<file path="config.mk">
export PLATFORM = sky130hd
export DESIGN_NAME = usb_personality_router
export DESIGN_NICKNAME = d
export VERILOG_FILES = /design/src/rtl/usb_personality_router.sv
export SDC_FILE = /design/constraint.sdc
export NUM_CORES = 1
export LEC_CHECK = 0
export ABC_AREA = 1
export CELL_PAD_IN_SITES_DETAIL_PLACEMENT = 0
export CELL_PAD_IN_SITES_GLOBAL_PLACEMENT = 1
export CORE_MARGIN = 2
export CORE_UTILIZATION = 25
export DETAILED_ROUTE_END_ITERATION = 7
export GPL_TIMING_DRIVEN = 0
export PLACE_DENSITY_LB_ADDON = 0.1
export RECOVER_POWER = 25
export SLEW_MARGIN = 10
export SYNTH_ARGS = -nofsm -noshare
export SYNTH_HDL_FRONTEND = slang
export SYNTH_SLANG_ARGS = --single-unit
export TNS_END_PERCENT = 5
</file>
<file path="constraint.sdc">
create_clock -name clk -period 2.3 [get_ports clk]
set_clock_uncertainty 0.05 [all_clocks]
set_input_delay 0.46 -clock clk [delete_from_list [all_inputs] [get_ports clk]]
set_output_delay 0.46 -clock clk [all_outputs]
set_load 0.02 [all_outputs]
</file>
<file path="src/rtl/usb_personality_router.sv">
// Routes one USB beat stream to one of NUM_PERS protocol handlers and switches
// between them safely: drain the open packet, flush the output beat, reset both handlers.
module usb_personality_router #(
   parameter int NUM_PERS      = 5,
   parameter int DATA_W        = 32,
   parameter int DEFAULT_PERS  = 4,
   parameter int DRAIN_TIMEOUT = 1024,
   parameter int RESET_CYCLES  = 4
) (
   input  logic                     clk,
   input  logic                     rst_n,
   input  logic [2:0]               pers_sel,
   input  logic                     pers_switch,
   output logic                     switch_done,
   output logic                     switch_err,
   output logic                     switch_timeout,
   output logic                     switch_busy,
   output logic [2:0]               active_pers,
   output logic [2:0]               router_state,
   input  logic [DATA_W-1:0]        usb_rx_data,
   input  logic                     usb_rx_valid,
   output logic                     usb_rx_ready,
   output logic [DATA_W-1:0]        usb_tx_data,
   output logic                     usb_tx_last,
   output logic                     usb_tx_valid,
   input  logic                     usb_tx_ready,
   output logic [DATA_W-1:0]        pers_rx_data,
   output logic [NUM_PERS-1:0]      pers_rx_valid,
   input  logic [NUM_PERS-1:0]      pers_rx_ready,
   input  logic [NUM_PERS*DATA_W-1:0] pers_tx_data,
   input  logic [NUM_PERS-1:0]      pers_tx_last,
   input  logic [NUM_PERS-1:0]      pers_tx_valid,
   output logic [NUM_PERS-1:0]      pers_tx_ready,
   output logic [NUM_PERS-1:0]      pers_reset
);

   typedef enum logic [2:0] {
      IDLE   = 3'd0,
      ACTIVE = 3'd1,
      DRAIN  = 3'd2,
      FLUSH  = 3'd3,
      PRESET = 3'd4,
      SWITCH = 3'd5
   } state_t;

   localparam logic [2:0]  DEF_PERS  = 3'(DEFAULT_PERS);
   localparam logic [15:0] TMO_LOAD  = 16'(DRAIN_TIMEOUT);
   localparam logic [7:0]  RST_LOAD  = 8'(RESET_CYCLES - 1);

   state_t              state;
   logic [2:0]          pending;
   logic                in_packet;
   logic [15:0]         timer;
   logic [7:0]          rst_cnt;

   logic                tx_open;
   logic                timer_expire;
   logic                tx_load;
   logic                sel_tx_valid;
   logic                sel_tx_last;
   logic [DATA_W-1:0]   sel_tx_data;
   logic                sel_rx_ready;
   logic [NUM_PERS-1:0] act_onehot;
   logic [NUM_PERS-1:0] pend_onehot;

   always_comb begin
      sel_tx_valid = 1'b0;
      sel_tx_last  = 1'b0;
      sel_tx_data  = '0;
      sel_rx_ready = 1'b0;
      act_onehot   = '0;
      pend_onehot  = '0;
      for (int i = 0; i < NUM_PERS; i++) begin
         if (active_pers == 3'(i)) begin
            act_onehot[i] = 1'b1;
            sel_tx_valid  = pers_tx_valid[i];
            sel_tx_last   = pers_tx_last[i];
            sel_tx_data   = pers_tx_data[i*DATA_W +: DATA_W];
            sel_rx_ready  = pers_rx_ready[i];
         end
         if (pending == 3'(i)) begin
            pend_onehot[i] = 1'b1;
         end
      end
   end

   // The beat offered on the expiry cycle is refused, since the output register is dropped then.
   assign timer_expire  = (timer <= 16'd1);
   assign tx_open       = (state == ACTIVE) | ((state == DRAIN) & in_packet & ~timer_expire);
   assign tx_load       = sel_tx_valid & tx_open & (~usb_tx_valid | usb_tx_ready);
   assign pers_tx_ready = act_onehot & {NUM_PERS{(~usb_tx_valid | usb_tx_ready) & tx_open}};

   assign pers_rx_data  = usb_rx_data;
   assign pers_rx_valid = act_onehot & {NUM_PERS{usb_rx_valid & (state == ACTIVE)}};
   assign usb_rx_ready  = sel_rx_ready & (state == ACTIVE);

   assign switch_busy   = (state != ACTIVE);
   assign router_state  = state;

   always_ff @(posedge clk or negedge rst_n) begin
      if (!rst_n) begin
         state          <= IDLE;
         active_pers    <= DEF_PERS;
         pending        <= DEF_PERS;
         usb_tx_valid   <= 1'b0;
         usb_tx_last    <= 1'b0;
         usb_tx_data    <= '0;
         in_packet      <= 1'b0;
         timer          <= '0;
         rst_cnt        <= '0;
         switch_done    <= 1'b0;
         switch_err     <= 1'b0;
         switch_timeout <= 1'b0;
         pers_reset     <= '0;
      end else begin
         switch_done <= 1'b0;
         switch_err  <= 1'b0;

         if (tx_load) begin
            usb_tx_data  <= sel_tx_data;
            usb_tx_last  <= sel_tx_last;
            usb_tx_valid <= 1'b1;
            in_packet    <= ~sel_tx_last;
         end else if (usb_tx_ready) begin
            usb_tx_valid <= 1'b0;
         end

         // Later assignments in this case deliberately override the datapath updates above.
         case (state)
            IDLE: begin
               state <= ACTIVE;
            end
            ACTIVE: begin
               if (pers_switch) begin
                  if (int'(pers_sel) >= NUM_PERS) begin
                     switch_err <= 1'b1;
                  end else if (pers_sel == active_pers) begin
                     switch_done <= 1'b1;
                  end else begin
                     pending        <= pers_sel;
                     switch_timeout <= 1'b0;
                     timer          <= TMO_LOAD;
                     state          <= DRAIN;
                  end
               end
            end
            DRAIN: begin
               if (timer != 16'd0) timer <= timer - 16'd1;
               if (timer_expire) begin
                  usb_tx_valid   <= 1'b0;
                  in_packet      <= 1'b0;
                  switch_timeout <= 1'b1;
                  pers_reset     <= act_onehot | pend_onehot;
                  rst_cnt        <= RST_LOAD;
                  state          <= PRESET;
               end else if (!in_packet || (tx_load && sel_tx_last)) begin
                  state <= FLUSH;
               end
            end
            FLUSH: begin
               if (timer != 16'd0) timer <= timer - 16'd1;
               if (!usb_tx_valid) begin
                  pers_reset <= act_onehot | pend_onehot;
                  rst_cnt    <= RST_LOAD;
                  state      <= PRESET;
               end else if (timer_expire) begin
                  usb_tx_valid   <= 1'b0;
                  in_packet      <= 1'b0;
                  switch_timeout <= 1'b1;
                  pers_reset     <= act_onehot | pend_onehot;
                  rst_cnt        <= RST_LOAD;
                  state          <= PRESET;
               end
            end
            PRESET: begin
               if (rst_cnt == 8'd0) begin
                  pers_reset <= '0;
                  state      <= SWITCH;
               end else begin
                  rst_cnt <= rst_cnt - 8'd1;
               end
            end
            SWITCH: begin
               active_pers <= pending;
               switch_done <= 1'b1;
               state       <= ACTIVE;
            end
            default: begin
               state <= IDLE;
            end
         endcase
      end
   end

endmodule

</file>
# == After elaboration in Yosys (flattened, before gate mapping) ==
# Index checks and enable logic that the tools add are counted.
# op_classes
add_sub_neg,2
magnitude_cmp,2
n_eq_ne,24
muxes,74
n_bitwise,17
reduce_logical,19
# ops
operator,count
32-bit two-way mux,5
16-bit two-way mux,4
1-bit two-way mux,43
16-bit case mux with 2 select lines,1
3-bit two-way mux,8
8-bit two-way mux,3
8-bit case mux with 3 select lines,1
3-bit by 2-bit == test with 1-bit output (second input constant),6
16-bit by 1-bit less-or-equal comparator with 1-bit output (second input constant),1
16-bit nonzero test,1
16-bit by 1-bit subtractor with 16-bit output (second input constant),1
5-bit two-way mux,3
3-bit case mux with 5 select lines,1
5-bit case mux with 3 select lines,1
3-bit == test (second input constant),4
2-bit inequality test (second input constant),6
5-bit bitwise AND,2
5-bit AND reduction,2
3-bit by 1-bit == test with 1-bit output (second input constant),3
3-bit zero test,3
8-bit zero test,1
8-bit by 1-bit subtractor with 8-bit output (second input constant),1
1-bit bitwise AND,7
1-bit case mux with 2 select lines,3
19 further kinds,27
# totals
ff_bits,76
inputBits,215
output_inout_bits,92
wordCells,151

# == Longest topological paths before layout ==
# Gate-level depths: netlist of the first run.
# depth
word_depth,13
depth_mapped,14
mapped_depth_nobuf,13

# == Worst setup path after synthesis of the first run ==
# OpenSTA, ideal clock, no wires.
# synth_path
path_type,register to output
start,register active_pers[0]
end,output port usb_rx_ready
arrival_ps,1830
required_time_ps,1790
path_slack_ps,-40
path_stages_with_launch,7
n_path_buf,2
cell_sequence,dfrtp_1 > buf_2 > inv_1 > nor3_4 > clkbuf_1 > nand2_1 > a41oi_1
# synth_via
elab_chain_cells,7
elab_cells_between_ends,11
cone_classes,eq/ne (4); mux (5); bitwise (1); reduce/logical (1)
# synth_lines
element,line_no,source
from (decl),18,"output logic [2:0] active_pers,"
from (signal assigned),184,active_pers <= pending;
3-bit zero test,74,if (active_pers == 3'(i)) begin
1-bit two-way mux (4 in series),74,
1-bit two-way mux *,74,
1-bit bitwise AND *,95,assign usb_rx_ready = sel_rx_ready & (state == ACTIVE);
to (decl),22,"output logic usb_rx_ready,"
# Mark *: on every way between the ends. The rest lies on a longest branch, timed or not.

# == Worst setup path after layout of the first run ==
# Ends and elaborated chain as after synthesis.

==> results of run 1 <==
==> worst max path at each step <==
stage | cells after the start | start | endpoint | slack [ns]
global route | 10 | timer[0] | pers_tx_ready[0] | -0.05
global placement | 1 | rst_n | usb_tx_data[15] | -2.27
floorplan | 6 | active_pers[0] | usb_rx_ready | 0.08
detailed placement | 7 | active_pers[1] | usb_rx_ready | -0.84
CTS | 7 | active_pers[0] | usb_rx_ready | -0.08
finish | 7 | active_pers[0] | usb_rx_ready | 0.01
==> power breakdown <==
part	leakage [uW]	internal, uW	total [uW]	switching [uW]
Combinational	0.00319	2900	6930	4040
Sequential	0.000966	1920	2370	446
Clock	0.000163	1060	1690	626
Total	0.00432	5880	11000	5110
==> registers in the layout, summed over array words and instances (netlist names) <==
signal and count:
switch_err 1, in_packet 1, usb_tx_data 32, switch_done 1, pending 3, router_state 3
usb_tx_valid 1, usb_tx_last 1, pers_reset 5, active_pers 3, switch_timeout 1, timer 16
rst_cnt 8
==> worst max-delay path, stage by stage, from the launching register on <==
cell	delay, ns
dfrtp_1	0.39
buf_6	0.14
buf_4	0.15
nor3_4	0.25
inv_4	0.10
o21ai_4	0.18
a41oi_2	0.06
buf_6	0.16
==> what timing repair did <==
action,in CTS,in global routing
pin swaps,13,8
gates resized for setup,108,30
buffers inserted,20,13
setup endpoints to repair,44,29
==> stage by stage <==
stage	power [uW]	cell area (um2)	setup TNS (ns)	cells	hold WS, ns
global placement	8680	8350	-178.98	1327	0.411
finish	11000	9170	0	1377	0.173
global route	11900	9170	-0.231	1376	0.258
CTS	10900	9030	-0.160	1364	0.0219
floorplan	6150	5260	0	778	0.114
detailed placement	8660	8380	-8.03	1328	0.400
==> metal layers <==
metal / part of all wire, % / wire (um)
met5: 0 / 0
met4: 1.5 / 320
met3: 5.9 / 1270
met2: 50 / 10900
met1: 42 / 9200
==> cell families after synthesis <==
group / count (synthesis)
AO/OA/AOI/OAI: 82
buffers and inverters: 142
adder cells (fa/ha/maj): 5
XOR/XNOR: 18
flip-flops: 76
AND/OR/NAND/NOR: 455
==> cell usage in the layout, fill, tap and decap left out, types with 3 or more instances in the layout <==
cell type / Yosys / layout
clkbuf_16: 0 / 9
or2_2: 3 / 3
inv_2: 6 / 9
clkbuf_1: 15 / 12
inv_4: 0 / 3
dfrtp_2: 0 / 5
nand3_1: 52 / 50
nor3_1: 6 / 5
xnor2_1: 5 / 5
buf_6: 3 / 9
nor4_1: 3 / 3
xor2_1: 13 / 13
ha_1: 5 / 3
a21oi_1: 7 / 7
nand2_2: 1 / 7
bufinv_16: 0 / 3
a221oi_1: 32 / 31
nand2_4: 0 / 3
nand4_1: 6 / 6
nor2_1: 89 / 76
nor2_2: 1 / 8
buf_2: 8 / 9
o21ai_0: 29 / 28
nand2_1: 286 / 277
o21ai_1: 3 / 3
inv_1: 78 / 71
dfrtp_1: 74 / 69
clkdlybuf4s50_1: 0 / 261
nor2_4: 1 / 7
buf_4: 32 / 71
==> cell type report <==
cell class / count / share of cell area [%]
Antenna cell: 1 / 0.0273
Buffer: 57 / 4.34
Clock buffer: 10 / 2.50
Clock inverter: 6 / 1.21
Inverter: 84 / 3.57
Multi-Input combinational cell: 560 / 31.2
Sequential cell: 76 / 20.8
Tap cell: 275 / 3.75
Timing Repair Buffer: 308 / 32.6
==> out/results.txt, run 1 <==
met2 usage in global routing: 34.0%
Synth Instances: 778
fillers: 2,185
Yosys top cell by area: dfrtp_1
DRT Pass-1 Iters: 4
Die Wd: 149 um
vias in the first global route: 6,088
Starting Density: 25.2%
post-synthesis adder-cell area fraction: 1.19%
unrepaired setup endpoints after global routing: true
DRC: 0
status: finished, final reports clean
Placer Congestion: 0.804
Compound-Gate Fraction of Synth Area: 10.7%
Overflow after GRT: 0
EDFF count, synth: 0
max-slew violations: 0
Async S/R FF share, synth: 100%
cell with the most instances after synthesis: nand2_1
Yosys reg bits: 76
post-route minimum period: 2.29 ns
met1 GRT Util: 24.4%
Synth Area in XOR/XNOR: 3.00%
slew at the pin closest to its max-slew limit: 0.906 ns
Final ANT Viol Nets: 0
Slew headroom: 39.6%
WL final: 21,700 um
Hold Fails Final Rpt: 0
Num CTS Buffers: 9
CTS sink count: 76
Clock Tree Root: clkbuf_16
via count: 6,037
final core occ: 44.0%
core area: 20,800 um2
Die ar.: 22,200 um2
Syn Nets: 998
Seq/Total Area, Yosys: 36.2%
WS Path Type: reg2out
largest family of logic cells by synthesized area: simple AND/OR/NAND/NOR gates
r2r worst-path depth: 11
Data arrival, critical path: 1.78 ns
GRT busiest layer: met2
Layout Nets: 1,316
hold_buf cts: 0
top-area cell type share of the netlist area: 35.2%
detailed placement HPWL: 17,300 um
std cell rows: 53
Total GRT Usage: 19.6%
pre-CTS setup slack: -0.836 ns
endpoints failing setup: 0
worst flop-to-flop path startpoint: active_pers[0]
FF-to-FF setup slack: 0.13 ns
ranking of synthesized cells by area: dfrtp_1 35%, nand2_1 20%, nor2_1 6.4%
register area: 1910 um2
Synth Area per Inst: 6.76 um2
power density over the cells: 1200 nW/um2
final worst setup slack: 0.0123 ns
first-pass GRT wire length: 33,500 um
Crit Path Max Fanout: 6
synth unique cells: 41
CTS tree: done
M3 GR Usage: 4.74%
mux contribution to synthesized area: 0%
Pleak: 0.00432 uW
post-synthesis simple-gate area fraction: 35.8%
largest net degree at the start of global routing: 45
H-tree Lvls: 3
die height: 149 um
initial antenna violation count: 2
DR iter-0 viols: 185
CTS Buffer Depth: 2
IO buf count: 274
area of the multi-input gates: 2860 um2
RR Endpoint: router_state[0]
Setup crit end kind: primary output
YS warnings: 0
mapped cell area: 5260 um2
max-cap viol count: 0
WL/cell: 15.8 um
ys flop type: dfrtp_1
worst skew pair latency: 0.35 ns
Ports: 307
Hold Path Class: in2async
layout cells sized above 1: 15.5%
vias per cell: 4.38
Worst Setup Start Kind: flop
synthesis-to-layout area growth: 74.5%
CTS clk-pin slew, worst paths: 0.06 ns
Max Clk Rate: 437 MHz
Req. time, crit path: 1.79 ns
top cells by count, synth: 286 x nand2_1, 89 x nor2_1, 78 x inv_1
maximum resistive drop on vdd: 0.465 mV
Tcrit/Tclk final: 99.5%
(Power assumes the default switching activity.)
==> run 2, diff against run 1 <==
--- a/config.mk
+++ b/config.mk
@@ -9,11 +9,12 @@
 export CELL_PAD_IN_SITES_DETAIL_PLACEMENT = 0
 export CELL_PAD_IN_SITES_GLOBAL_PLACEMENT = 1
 export CORE_MARGIN = 2
-export CORE_UTILIZATION = 25
+export CORE_UTILIZATION = 27
 export DETAILED_ROUTE_END_ITERATION = 7
 export GPL_TIMING_DRIVEN = 0
 export PLACE_DENSITY_LB_ADDON = 0.1
 export RECOVER_POWER = 25
+export REMOVE_ABC_BUFFERS = 1
 export SLEW_MARGIN = 10
 export SYNTH_ARGS = -nofsm -noshare
 export SYNTH_HDL_FRONTEND = slang
==> constraint.sdc (replaced) <==
create_clock -name clk -period 3 [get_ports clk]
set_clock_uncertainty 0.05 [all_clocks]
set_input_delay 0.6 -clock clk [delete_from_list [all_inputs] [get_ports clk]]
set_output_delay 0.6 -clock clk [all_outputs]
set_load 0.02 [all_outputs]
==> out/results.txt, run 2 (synthesized netlist as in run 1, its figures left out) <==
Num CTS Buffers: 9
unrepaired setup endpoints after global routing: false
fillers: 2,051
placed cell count: 1,233
Die Wd: 144 um
postcts setup bufs: 0
Ports: 307
Biggest register: usb_tx_data
Worst Setup Start Kind: flop
die height: 144 um
DRC: 0
Layout Nets: 1,199
Post-Layout Inst Area: 8150 um2
Final ANT Viol Nets: 0
Hold Path Class: reg2reg
status: finished, final reports clean
Total GRT Usage: 23.2%
via count: 5,771
detailed placement HPWL: 18,600 um
vias per cell: 4.62
CTS clk-pin slew, worst paths: 0.07 ns
Pleak: 0.00390 uW
Clock Tree Root: clkbuf_16
most common cell after layout, fill and taps aside: nand2_1
pre-CTS setup slack: -0.398 ns
H-tree Lvls: 3
Slew headroom: 8.28%
DR iter-0 viols: 272
max-slew violations: 0
std cell rows: 51
endpoints failing setup: 0
first-pass GRT wire length: 34,900 um
Hold Fails Final Rpt: 0
NetSw: 3600 uW
worst skew pair latency: 0.34 ns
WL/cell: 19.0 um
Flop pwr share: 24.1%
initial antenna violation count: 1
Logic pwr share: 60.2%
Post-DP Area: 7750 um2
power share of the clock group: 15.7%
core area: 19,300 um2
WL final: 23,700 um
Overall Power: 7640 uW
CTS tree: done
biggest regs: usb_tx_data (32), timer (16), rst_cnt (8)
Die ar.: 20,600 um2
Max Clk Rate: 350 MHz
Starting Density: 27.3%
most frequent cells in the layout: 282 x nand2_1, 230 x clkdlybuf4s50_1, 88 x nor2_1
max FFs per register: 32
Int Pwr: 4040 uW
post-route minimum period: 2.85 ns
fin cells: 1,250
CTS sink count: 76
max-cap viol count: 0
DRT Pass-1 Iters: 4
Setup crit end kind: primary output
slew at the pin closest to its max-slew limit: 1.38 ns
vias in the first global route: 5,741
WS Path Type: reg2out
synthesis-to-layout area growth: 55.1%
Placer Congestion: 0.810
Sw Ratio: 47.1%
power density over the cells: 938 nW/um2
layout cells sized above 1: 5.49%
Crit Path Max Fanout: 33
Tcrit/Tclk final: 95.1%
Data arrival, critical path: 2.20 ns
final worst setup slack: 0.146 ns
maximum resistive drop on vdd: 0.339 mV
IO buf count: 242
largest net degree at the start of global routing: 56
Overflow after GRT: 0
Req. time, crit path: 2.35 ns
CTS Buffer Depth: 2
==> run 2: cell count changes in the layout (fill, tap and decap cells not counted), sizes merged <==
cell           change
buf               -84
dlygate4sd2        +3
clkinv             -1
inv                -1
clkdlybuf4s15      +2
clkinvlp           +2
clkbuf            -13
bufinv             +1
dlymetal6s2s       +5
clkdlybuf4s50     -31
==> run 2: worst max-delay path, stage by stage, from the launching register on <==
cell             delay [ns]
dfstp_2                0.62
inv_2                  0.12
nand3_1                0.21
bufinv_8               0.30
a32oi_1                0.17
a41oi_1                0.12
clkdlybuf4s15_1        0.30
==> run 2: per-layer routing <==
layer	vias up	part of all wire [%]	GRT usage (%)
li1	2865	-	-
met1	2628	38	24.6
met2	248	47	40.0
met3	28	12	12.5
met4	2	1.8	5.73
met5	-	0.54	4.51
==> run 2: cell type report <==
class / instances / area (um2) / share of cell area (%)
multi-input cells: 560 / 2700 / 33.1
repair buffers: 248 / 2530 / 31.0
flip-flops and latches: 76 / 1910 / 23.4
inverters: 84 / 358 / 4.39
well taps: 265 / 332 / 4.07
clock buffers: 9 / 225 / 2.76
clock inverters: 7 / 100 / 1.23
diodes: 1 / 2.50 / 0.0307
==> run 2: path summary, 6_finish.rpt <==
kind / start / to / slack, ns / depth (start not counted)
setup / recovery: active_pers[2] / usb_rx_ready / 0.15 / 6
hold / removal: pers_reset[3] / pers_reset[3] / 0.43 / 2
setup reg to reg: active_pers[0] / usb_tx_data[0] / 0.35 / 9
hold reg to reg: pers_reset[3] / pers_reset[3] / 0.43 / 2
max in group asynchronous: rst_n / pending[2] / 1.44 / 2
min in group asynchronous: rst_n / pers_reset[4] / 0.50 / 1
==> run 2: timing repair <==
action                                  in CTS  in global routing
endpoints found under the setup margin      38                 44
gates cloned                                 0                  0
gates resized for setup                     21                 14
hold buffers                                 0                  0
==> run 2: per-stage QoR <==
step	hold slack, ns	setup TNS, ns	util (%)
4_1_cts	0.0987	0	42.1
3_3_place_gp	0.413	-177.95	39.6
2_1_floorplan	0.254	0	-
3_5_place_dp	0.415	-14.09	40.2
5_1_grt	0.440	0	42.3
6_report	0.428	0	42.3
==> run 2: power by group through the flow <==
stage               logic, uW  clock network [uW]  registers, uW
floorplan                2430                   0           2100
global placement         4530                   0           1850
detailed placement       4600                   0           1840
CTS                      4670                1240           1840
global route             5170                1280           1900
finish                   4600                1200           1840
==> run 3, diff against run 2 <==
--- a/config.mk
+++ b/config.mk
@@ -6,6 +6,7 @@
 export NUM_CORES = 1
 export LEC_CHECK = 0
 export ABC_AREA = 1
+export CAP_MARGIN = 40
 export CELL_PAD_IN_SITES_DETAIL_PLACEMENT = 0
 export CELL_PAD_IN_SITES_GLOBAL_PLACEMENT = 1
 export CORE_MARGIN = 2
==> out/results.txt, run 3 (synthesized netlist as in run 1, its figures left out) <==
status: finished, final reports clean
hold path start: pers_reset[3]
final core occ: 42.2%
Req. time, crit path: 2.35 ns
Worst Setup SP: active_pers[2]
CTS Buffer Depth: 2
Overflow after GRT: 0
Hold Fails Final Rpt: 0
Slew headroom: 8.35%
via count: 5,704
max FFs per register: 32
worst flop-to-flop path startpoint: router_state[1]
fillers: 2,065
std cell rows: 51
endpoints failing setup: 0
Final ANT Viol Nets: 0
Layout Nets: 1,200
Crit Path Max Fanout: 33
hold endpoint: pers_reset[3]
Int Pwr: 3970 uW
maximum resistive drop on vdd: 0.325 mV
max-cap viol count: 0
Ports: 307
Clock Tree Root: clkbuf_16
DRC: 0
RR Endpoint: timer[15]
die height: 144 um
Biggest register: usb_tx_data
WL final: 23,900 um
Flop pwr share: 24.1%
r2r worst-path depth: 10
IO buf count: 242
Max Clk Rate: 350 MHz
vias in the first global route: 5,768
Setup crit end kind: primary output
H-tree Lvls: 3
hold_buf cts: 0
DRT Pass-1 Iters: 4
WS Path Type: reg2out
CTS tree: done
most frequent cells in the layout: 282 x nand2_1, 230 x clkdlybuf4s50_1, 88 x nor2_1
slew at the pin closest to its max-slew limit: 1.37 ns
power share of the clock group: 15.1%
Overall Power: 7610 uW
postcts setup bufs: 0
area of the multi-input gates: 2700 um2
Logic pwr share: 60.7%
vias per cell: 4.56
NetSw: 3640 uW
Die ar.: 20,600 um2
CTS clk-pin slew, worst paths: 0.07 ns
largest net degree at the start of global routing: 56
post-route minimum period: 2.86 ns
initial antenna violation count: 0
hold-critical path depth: 2
most common cell after layout, fill and taps aside: nand2_1
max-slew violations: 0
Num CTS Buffers: 9
detailed placement HPWL: 18,600 um
Total GRT Usage: 23.4%
Pleak: 0.00390 uW
Die Wd: 144 um
Inserted Diodes: 0
DR iter-0 viols: 301
synthesis-to-layout area growth: 54.9%
worst skew pair latency: 0.34 ns
register area: 1910 um2
Placer Congestion: 0.810
core area: 19,300 um2
WL/cell: 19.1 um
Starting Density: 27.3%
biggest regs: usb_tx_data (32), timer (16), rst_cnt (8)
FF-to-FF setup slack: 0.31 ns
CTS sink count: 76
Hold Path Class: reg2reg
Data arrival, critical path: 2.21 ns
unrepaired setup endpoints after global routing: false
Sw Ratio: 47.8%
Worst Setup Start Kind: flop
layout cells sized above 1: 5.69%
Tcrit/Tclk final: 95.3%
power density over the cells: 935 nW/um2
first-pass GRT wire length: 35,200 um
[run 3: stage by stage]
step | area (um2) | worst slack, ns | instances | hold slack (ns) | TNS (ns)
after floorplan | 4890 | 0.250 | 720 | 0.254 | 0
after global placement | 7640 | -1.85 | 1227 | 0.413 | -177.95
after detailed placement | 7750 | -0.374 | 1233 | 0.415 | -13.41
after CTS | 8110 | 0.0150 | 1250 | 0.0963 | 0
after global routing | 8140 | 0.00447 | 1250 | 0.450 | 0
final | 8140 | 0.142 | 1250 | 0.427 | 0
[run 3: what timing repair did]
item,4_1_cts,5_1_grt
resized for setup,22,12
cloned,1,0
setup endpoints to repair,38,51
[run 3: area by class of cell]
type,count,share of cell area [%]
clock inverter,7,1.01
tap,265,4.07
timing repair inverter,1,0.108
sequential,76,23.5
multi-input combinational,560,33.1
timing repair buffer,248,31.1
inverter,84,4.40
clock buffer,9,2.77
[run 3: how the worst max path moves through the flow]
stage | end | slack [ns] | depth (start not counted)
floorplan | usb_rx_ready | 0.25 | 4
global placement | usb_tx_data[9] | -1.85 | 1
detailed placement | usb_tx_data[21] | -0.37 | 10
CTS | pers_rx_valid[1] | 0.02 | 6
global route | timer[15] | 0.004 | 12
finish | usb_rx_ready | 0.14 | 6
[run 3: critical path, cell delays in order, from the launching register on]
cell	delay, ns
dfstp_2	0.62
inv_2	0.12
nand3_1	0.20
bufinv_8	0.29
a32oi_1	0.17
a41oi_1	0.11
dlygate4sd2_1	0.33
[run 3: power groups by stage]
| stage | clock network, uW | logic, uW | registers (uW) |
|---|---|---|---|
| floorplan | 0 | 2430 | 2100 |
| global placement | 0 | 4530 | 1850 |
| detailed placement | 0 | 4600 | 1840 |
| CTS | 1190 | 4690 | 1840 |
| global route | 1220 | 5200 | 1900 |
| finish | 1150 | 4620 | 1840 |
[run 3: layer usage]
layer / part of all wire [%] / track usage, % / vias to the layer above / wire length, um
met5: 0.54 / 4.51 / - / 128
met4: 1.9 / 5.68 / 2 / 445
met3: 14 / 13.3 / 27 / 3290
met2: 47 / 39.9 / 226 / 11300
met1: 37 / 24.7 / 2587 / 8790
li1: - / - / 2862 / -
